## config.mk

```make
export PLATFORM = sky130hd
export DESIGN_NAME = shift_issue_flat
export DESIGN_NICKNAME = d
export VERILOG_FILES = /design/src/rtl/shift_pkg.sv /design/src/rtl/shift_issue_if.sv /design/src/rtl/shift_decode.sv /design/src/rtl/shift_issue.sv /design/src/flat_wrapper.sv
export SDC_FILE = /design/constraint.sdc
export NUM_CORES = 1
export LEC_CHECK = 0
export CORE_UTILIZATION = 39
export DETAILED_ROUTE_END_ITERATION = 7
export GPL_TIMING_DRIVEN = 0
export PLACE_DENSITY_LB_ADDON = 0.08
export SYNTH_ARGS = -nofsm -noshare
export SYNTH_HDL_FRONTEND = slang
export SYNTH_SLANG_ARGS = --single-unit
```

## constraint.sdc

```tcl
create_clock -name clk -period 2.3 [get_ports clk]
set_clock_uncertainty 0.1 [all_clocks]
set_input_delay 0.46 -clock clk [delete_from_list [all_inputs] [get_ports clk]]
set_output_delay 0.46 -clock clk [all_outputs]
set_load 0.005 [all_outputs]
```

## src/rtl/shift_pkg.sv

```systemverilog
// Shared constants and decode bundle for the shift issue/writeback sequencer.
package shift_pkg;

    localparam logic [5:0] FN_SLL  = 6'b000000;
    localparam logic [5:0] FN_SRL  = 6'b000010;
    localparam logic [5:0] FN_SRA  = 6'b000011;
    localparam logic [5:0] FN_SLLV = 6'b000100;
    localparam logic [5:0] FN_SRLV = 6'b000110;
    localparam logic [5:0] FN_SRAV = 6'b000111;

    localparam logic [1:0] OP_SLL = 2'b00;
    localparam logic [1:0] OP_SRL = 2'b01;
    localparam logic [1:0] OP_SRA = 2'b11;

    localparam logic [1:0] IDLE = 2'b00;
    localparam logic [1:0] RUN  = 2'b01;
    localparam logic [1:0] WB   = 2'b10;

    typedef struct packed {
        logic       legal;
        logic [1:0] op;
        logic [4:0] amt;
    } dec_t;

endpackage

```

## src/rtl/shift_issue_if.sv

```systemverilog
// Issue, shifter-control and writeback signals of the shift sequencer.
interface shift_issue_if #(
    parameter int WIDTH = 32
);
    logic             in_valid;
    logic             in_ready;
    logic [5:0]       in_funct;
    logic [4:0]       in_shamt;
    logic [WIDTH-1:0] in_rs;
    logic [WIDTH-1:0] in_rt;
    logic [4:0]       in_dst;

    logic             sh_start;
    logic [WIDTH-1:0] sh_opB;
    logic [4:0]       sh_sa;
    logic [1:0]       sh_op;
    logic [4:0]       sh_dst;
    logic             sh_stalled;
    logic [WIDTH-1:0] sh_result;

    logic             wb_valid;
    logic             wb_ready;
    logic [4:0]       wb_dst;
    logic [WIDTH-1:0] wb_data;
    logic             err_funct;

    modport slave (
        input  in_valid, in_funct, in_shamt, in_rs, in_rt, in_dst,
        input  sh_stalled, sh_result, wb_ready,
        output in_ready, sh_start, sh_opB, sh_sa, sh_op, sh_dst,
        output wb_valid, wb_dst, wb_data, err_funct
    );

    modport master (
        output in_valid, in_funct, in_shamt, in_rs, in_rt, in_dst,
        output sh_stalled, sh_result, wb_ready,
        input  in_ready, sh_start, sh_opB, sh_sa, sh_op, sh_dst,
        input  wb_valid, wb_dst, wb_data, err_funct
    );

endinterface

```

## src/rtl/shift_decode.sv

```systemverilog
// Maps a MIPS shift funct plus both amount sources to {legal, op, amount}.
module shift_decode
    import shift_pkg::*;
(
    input  logic [5:0] funct,
    input  logic [4:0] shamt,
    input  logic [4:0] rs_amt,
    output dec_t       dec
);

    always_comb begin
        dec.legal = 1'b1;
        dec.op    = OP_SLL;
        dec.amt   = funct[2] ? rs_amt : shamt;
        unique case (1'b1)
            (funct == FN_SLL) || (funct == FN_SLLV): dec.op = OP_SLL;
            (funct == FN_SRL) || (funct == FN_SRLV): dec.op = OP_SRL;
            (funct == FN_SRA) || (funct == FN_SRAV): dec.op = OP_SRA;
            default:                                  dec.legal = 1'b0;
        endcase
    end

endmodule

```

## src/rtl/shift_issue.sv

```systemverilog
// Issues shift instructions to the serial shifter and hands results to writeback.
module shift_issue
    import shift_pkg::*;
#(
    parameter int WIDTH = 32
) (
    input  logic         clk,
    input  logic         resetn,
    shift_issue_if.slave bus
);

    logic [1:0]       state;
    dec_t             dec;
    logic             accept;
    logic [WIDTH-1:0] opb_q;
    logic [WIDTH-1:0] data_q;
    logic [4:0]       sa_q;
    logic [4:0]       dst_q;
    logic [4:0]       wb_dst_q;
    logic [1:0]       op_q;
    logic             wb_valid_q;
    logic             err_q;

    shift_decode u_dec (
        .funct  (bus.in_funct),
        .shamt  (bus.in_shamt),
        .rs_amt (bus.in_rs[4:0]),
        .dec    (dec)
    );

    assign accept       = bus.in_valid & bus.in_ready;
    assign bus.in_ready = (state == IDLE);
    assign bus.sh_start = (state == RUN);
    assign bus.sh_opB   = opb_q;
    assign bus.sh_sa    = sa_q;
    assign bus.sh_op    = op_q;
    assign bus.sh_dst   = dst_q;
    assign bus.wb_valid = wb_valid_q;
    assign bus.wb_dst   = wb_dst_q;
    assign bus.wb_data  = data_q;
    assign bus.err_funct = err_q;

    always_ff @(posedge clk or negedge resetn) begin
        if (!resetn) begin
            state      <= IDLE;
            opb_q      <= '0;
            data_q     <= '0;
            sa_q       <= '0;
            dst_q      <= '0;
            wb_dst_q   <= '0;
            op_q       <= '0;
            wb_valid_q <= 1'b0;
            err_q      <= 1'b0;
        end else begin
            err_q <= 1'b0;
            unique case (state)
                IDLE: begin
                    if (accept) begin
                        // illegal funct wins over the r0 discard
                        if (!dec.legal) begin
                            err_q <= 1'b1;
                        end else if (bus.in_dst == 5'd0) begin
                            state <= IDLE;
                        end else if (dec.amt == 5'd0) begin
                            data_q     <= bus.in_rt;
                            wb_dst_q   <= bus.in_dst;
                            wb_valid_q <= 1'b1;
                            state      <= WB;
                        end else begin
                            opb_q <= bus.in_rt;
                            sa_q  <= dec.amt;
                            op_q  <= dec.op;
                            dst_q <= bus.in_dst;
                            state <= RUN;
                        end
                    end
                end
                RUN: begin
                    if (!bus.sh_stalled) begin
                        data_q     <= bus.sh_result;
                        wb_dst_q   <= dst_q;
                        wb_valid_q <= 1'b1;
                        state      <= WB;
                    end
                end
                WB: begin
                    if (bus.wb_ready) begin
                        wb_valid_q <= 1'b0;
                        state      <= IDLE;
                    end
                end
                default: state <= IDLE;
            endcase
        end
    end

endmodule
```

## src/flat_wrapper.sv

```systemverilog
// flat-port wrapper written by rule: the top's interface ports become plain ports
module shift_issue_flat import shift_pkg::*;
#(
    parameter int WIDTH = 32
)
  (clk, resetn, bus_in_valid, bus_in_funct, bus_in_shamt, bus_in_rs, bus_in_rt, bus_in_dst, bus_sh_stalled, bus_sh_result, bus_wb_ready, bus_in_ready, bus_sh_start, bus_sh_opB, bus_sh_sa, bus_sh_op, bus_sh_dst, bus_wb_valid, bus_wb_dst, bus_wb_data, bus_err_funct);
  shift_issue_if #(.WIDTH(WIDTH)) bus_i ();
  input  logic clk;
  input  logic resetn;
  input wire logic [$bits(bus_i.in_valid)-1:0] bus_in_valid;
  input wire logic [$bits(bus_i.in_funct)-1:0] bus_in_funct;
  input wire logic [$bits(bus_i.in_shamt)-1:0] bus_in_shamt;
  input wire logic [$bits(bus_i.in_rs)-1:0] bus_in_rs;
  input wire logic [$bits(bus_i.in_rt)-1:0] bus_in_rt;
  input wire logic [$bits(bus_i.in_dst)-1:0] bus_in_dst;
  input wire logic [$bits(bus_i.sh_stalled)-1:0] bus_sh_stalled;
  input wire logic [$bits(bus_i.sh_result)-1:0] bus_sh_result;
  input wire logic [$bits(bus_i.wb_ready)-1:0] bus_wb_ready;
  output wire logic [$bits(bus_i.in_ready)-1:0] bus_in_ready;
  output wire logic [$bits(bus_i.sh_start)-1:0] bus_sh_start;
  output wire logic [$bits(bus_i.sh_opB)-1:0] bus_sh_opB;
  output wire logic [$bits(bus_i.sh_sa)-1:0] bus_sh_sa;
  output wire logic [$bits(bus_i.sh_op)-1:0] bus_sh_op;
  output wire logic [$bits(bus_i.sh_dst)-1:0] bus_sh_dst;
  output wire logic [$bits(bus_i.wb_valid)-1:0] bus_wb_valid;
  output wire logic [$bits(bus_i.wb_dst)-1:0] bus_wb_dst;
  output wire logic [$bits(bus_i.wb_data)-1:0] bus_wb_data;
  output wire logic [$bits(bus_i.err_funct)-1:0] bus_err_funct;
  assign bus_i.in_valid = bus_in_valid;
  assign bus_i.in_funct = bus_in_funct;
  assign bus_i.in_shamt = bus_in_shamt;
  assign bus_i.in_rs = bus_in_rs;
  assign bus_i.in_rt = bus_in_rt;
  assign bus_i.in_dst = bus_in_dst;
  assign bus_i.sh_stalled = bus_sh_stalled;
  assign bus_i.sh_result = bus_sh_result;
  assign bus_i.wb_ready = bus_wb_ready;
  assign bus_in_ready = bus_i.in_ready;
  assign bus_sh_start = bus_i.sh_start;
  assign bus_sh_opB = bus_i.sh_opB;
  assign bus_sh_sa = bus_i.sh_sa;
  assign bus_sh_op = bus_i.sh_op;
  assign bus_sh_dst = bus_i.sh_dst;
  assign bus_wb_valid = bus_i.wb_valid;
  assign bus_wb_dst = bus_i.wb_dst;
  assign bus_wb_data = bus_i.wb_data;
  assign bus_err_funct = bus_i.err_funct;
  shift_issue #(.WIDTH(WIDTH)) u_core (.clk(clk), .resetn(resetn), .bus(bus_i));
endmodule
```

==> run summary, run 1 <==
For the deepest clock path buffer count, the log shows 2. At the worst endpoint, the required time is 2.44 ns. The startpoint identified for the worst register-to-register timing path is u_core.state[1]$_DFFE_PN0P_. The top-level I/O count is 202, and the combined flip-flop and latch cell area is 2130 µm².

For the number of antenna violations at the first check in global routing, the log shows 0. Count of flip-flops with a built-in enable after synthesis: 0. By instance count, the leading cell after synthesis is dfrtp_1.

The timing startpoint of the critical path was bus_in_shamt[2]. Wires add up to 10440 µm. Detailed routing inserted a total of 3119 vias. The tree is rooted in a clkbuf_8.

Beginning of the worst hold path: bus_in_dst[1]. The pin count of the biggest net entering global routing is 50. The ratio of cells with drive above 1 in the final layout is 0.1858, and the residual overflow from global routing is 0. The HPWL after detailed placement is 7383 µm. In the final routed layout, each cell accounts on average for 16.45 µm. The number of rows in the core area was 35; the remaining number of nets flagged by the antenna check after routing was 0. The synthesized design spends more area on one cell type than any other, namely dfrtp_1.

The final weighted congestion in routability-driven placement was 0.6928. The proportion of register bits with asynchronous set or reset after synthesis works out to 1.000. The clock reaches the later pin of the worst-skew pair after 0.34 ns.

Compared with the post-synthesis result, the final layout area differs by 64.32%. The cell area after synthesis came out at 3752 µm². The multi-input combinational cells in the finished layout cover a total of 1585 µm². Yosys attributes the largest share of cell area to dfrtp_1, mux2i_1, mux2_2, o21ai_0, o21ai_1.

The run gives 0 as the total count of hold-check failures in the final report. TritonCTS built the clock tree. The H-tree generated during clock tree synthesis spans 3 levels. Measured along the x axis, the die boundary spans 100.1 µm. Averaged over all synthesized cells, the footprint is 12.26 µm². The most frequently used flop master after synthesis was dfrtp_1. The number of antenna diodes in the final layout is 0. The clock sink count came out at 85. Ranked by instance count, the synthesized netlist is headed by dfrtp_1, o21ai_0, mux2i_1. The proportion of netlist area held by the largest area contributor works out to 0.5669.

The post-detailed-route via-to-cell ratio is 4.912, and the maximum operating frequency is 446.1 MHz. The die covers 10020 µm². The number of global-route vias before repair is 3321, and the wire length of the first global-routing pass is 16720 µm. The final-report max-slew violation count was 0; the worst-margin pin slew was 0.8053 ns. Synthesis instantiated 29 different standard cells from the library. In this run the static leakage power is 2.550 nW. The class of the tightest hold or removal check is in -> reg.

The synthesized design contains 85 register bits. The sequential share of the synthesized area was 0.5669. The critical path is of the in -> reg type. The post-synthesis cell count was 306; the number of buffers created by CTS was 9. The run finished with clean final reports.

The core region is 9284 µm². The total power was 0.005038 W. The tools report the detailed-router iteration count before antenna repair as 4.

In this run the worst path has a maximum fanout of 5. After clock tree synthesis, the clock-pin slew on the worst setup and hold paths is 0.09 ns. Setup repair after global routing left no endpoint under its margin.

The tools report the global-route usage over all layers as 0.2176. Dividing total power by cell area gives a power density of 817.0 nW/µm². Summed over all failing endpoints, the final setup total negative slack is 0 ns.

The filler cells instantiated in the layout total 768. For the worst setup path, the data arrival time is 2.38 ns. Yosys printed 0 warnings. The detailed router finished its first iteration with 50 violations.

Final-report setup violation count: 0. Buffers placed on the I/O ports in this run total 173. The die span in y is 100.1 µm, and the net count reported at finish is 619. The worst relative slew slack was 0.4631; the worst vdd rail ir drop was 0.0004129 V. Final hold analysis gives a worst-case slack of 0.3309 ns. The max-cap violation count was 0. The number of nets in the synthesized netlist is 423.

STA classifies the critical path startpoint as an input port. The logs give 0.4042 for the effective utilization at floorplan and 0 for the DRC violations left. Ratio of final minimum period to clock period: 0.9747. The worst setup path is captured at a register. The worst path needs 2.242 ns of the cycle, external delays included.
[routing by layer]
metal  track usage  up-vias  wire, µm
met5             0        -         0
met4       0.05686        0       101
met3       0.05989        9       704
met2        0.3671      102      4988
met1        0.2772     1508      4650
li1              -     1500         -
[layout make-up]
| cell class | instances | area share |
|---|---|---|
| buffer | 22 | 0.03247 |
| clock buffer | 10 | 0.02070 |
| clock inverter | 5 | 0.008523 |
| inverter | 1 | 0.0006088 |
| multi-input combinational | 197 | 0.2571 |
| sequential | 85 | 0.3454 |
| tap | 129 | 0.02618 |
| timing repair buffer | 186 | 0.3091 |
[metrics by stage]
| step | utilization | std cells | worst slack, ns | instance area (µm²) |
|---|---|---|---|---|
| after global routing | 0.6642 | 635 | 0.001420 | 6166 |
| after floorplan | - | 306 | 0.05372 | 3752 |
| final | 0.6642 | 635 | 0.05821 | 6166 |
| after global placement | 0.6081 | 608 | -2.649 | 5645 |
| after detailed placement | 0.6108 | 609 | -0.6646 | 5670 |
| after CTS | 0.6609 | 634 | 0.008423 | 6136 |
[cell families (layout without fill, tap and decap cells)]
logic type,Yosys count,after routing,synth area share
AOI/OAI and AO/OA,89,89,0.1360
DFF,85,85,0.5669
muxes,80,80,0.2261
and+or+nand+nor,28,28,0.03901
buffers and inverters,24,224,0.03201
[registers in the layout, summed over array words and instances, names as in the netlist]
| register | flops |
|---|---|
| u_core.bus.wb_dst | 5 |
| u_core.state | 2 |
| u_core.bus.wb_data | 32 |
| u_core.bus.sh_op | 2 |
| u_core.bus.wb_valid | 1 |
| u_core.bus.sh_sa | 5 |
| u_core.bus.sh_dst | 5 |
| u_core.bus.sh_opB | 32 |
| u_core.bus.err_funct | 1 |
[worst max-delay path, cell delays in order]
cell             delay [ns]
clkdlybuf4s50_1        0.53
o41ai_4                0.12
buf_4                  0.16
a2111oi_4              0.37
buf_6                  0.20
buf_6                  0.12
buf_16                 0.12
mux2_4                 0.29
[cells in the final DEF, fill, tap and decap left out, types with 8 or more instances in the layout]
cell type and n:
o21ai_1 17, clkbuf_8 9, o21ai_0 57, mux2_2 26
dfrtp_1 83, buf_4 8, mux2_4 10, mux2i_1 42
clkdlybuf4s50_1 162, nor2_1 9
[final timing paths]
kind,endpoint,slack (ns),cells past startpoint
min in group asynchronous,u_core.bus.sh_sa[1]$_DFFE_PN0P_,0.52,2
max,u_core.bus.sh_opB[30]$_DFFE_PN0P_,0.06,8
min,u_core.bus.sh_dst[1]$_DFFE_PN0P_,0.33,2
max reg2reg,u_core.bus.wb_data[21]$_DFFE_PN0P_,0.35,5
max in group asynchronous,u_core.bus.sh_dst[4]$_DFFE_PN0P_,0.95,3
min reg2reg,u_core.bus.sh_opB[4]$_DFFE_PN0P_,0.39,1
[power by group]
group / internal [W] / switching, W
Sequential: 0.00195 / 0.000232
Clock: 0.000491 / 0.000526
Combinational: 0.00125 / 0.000587
Total: 0.00369 / 0.00135
[timing repair]
item	CTS	global route
pin swaps	8	4
cloned	3	0
hold endpoints to repair	20	0
gates resized for setup	58	19
hold buffers	1	0
setup buffers	7	1
setup endpoints to repair	76	52
Note: power is estimated with default switching activity, not from simulation.
==> run 2: changes to the inputs <==
HOLD_SLACK_MARGIN = 0.05   (was default)
==> results of run 2 <==
No change in the layout: final DEF, timing and power equal those of run 1.
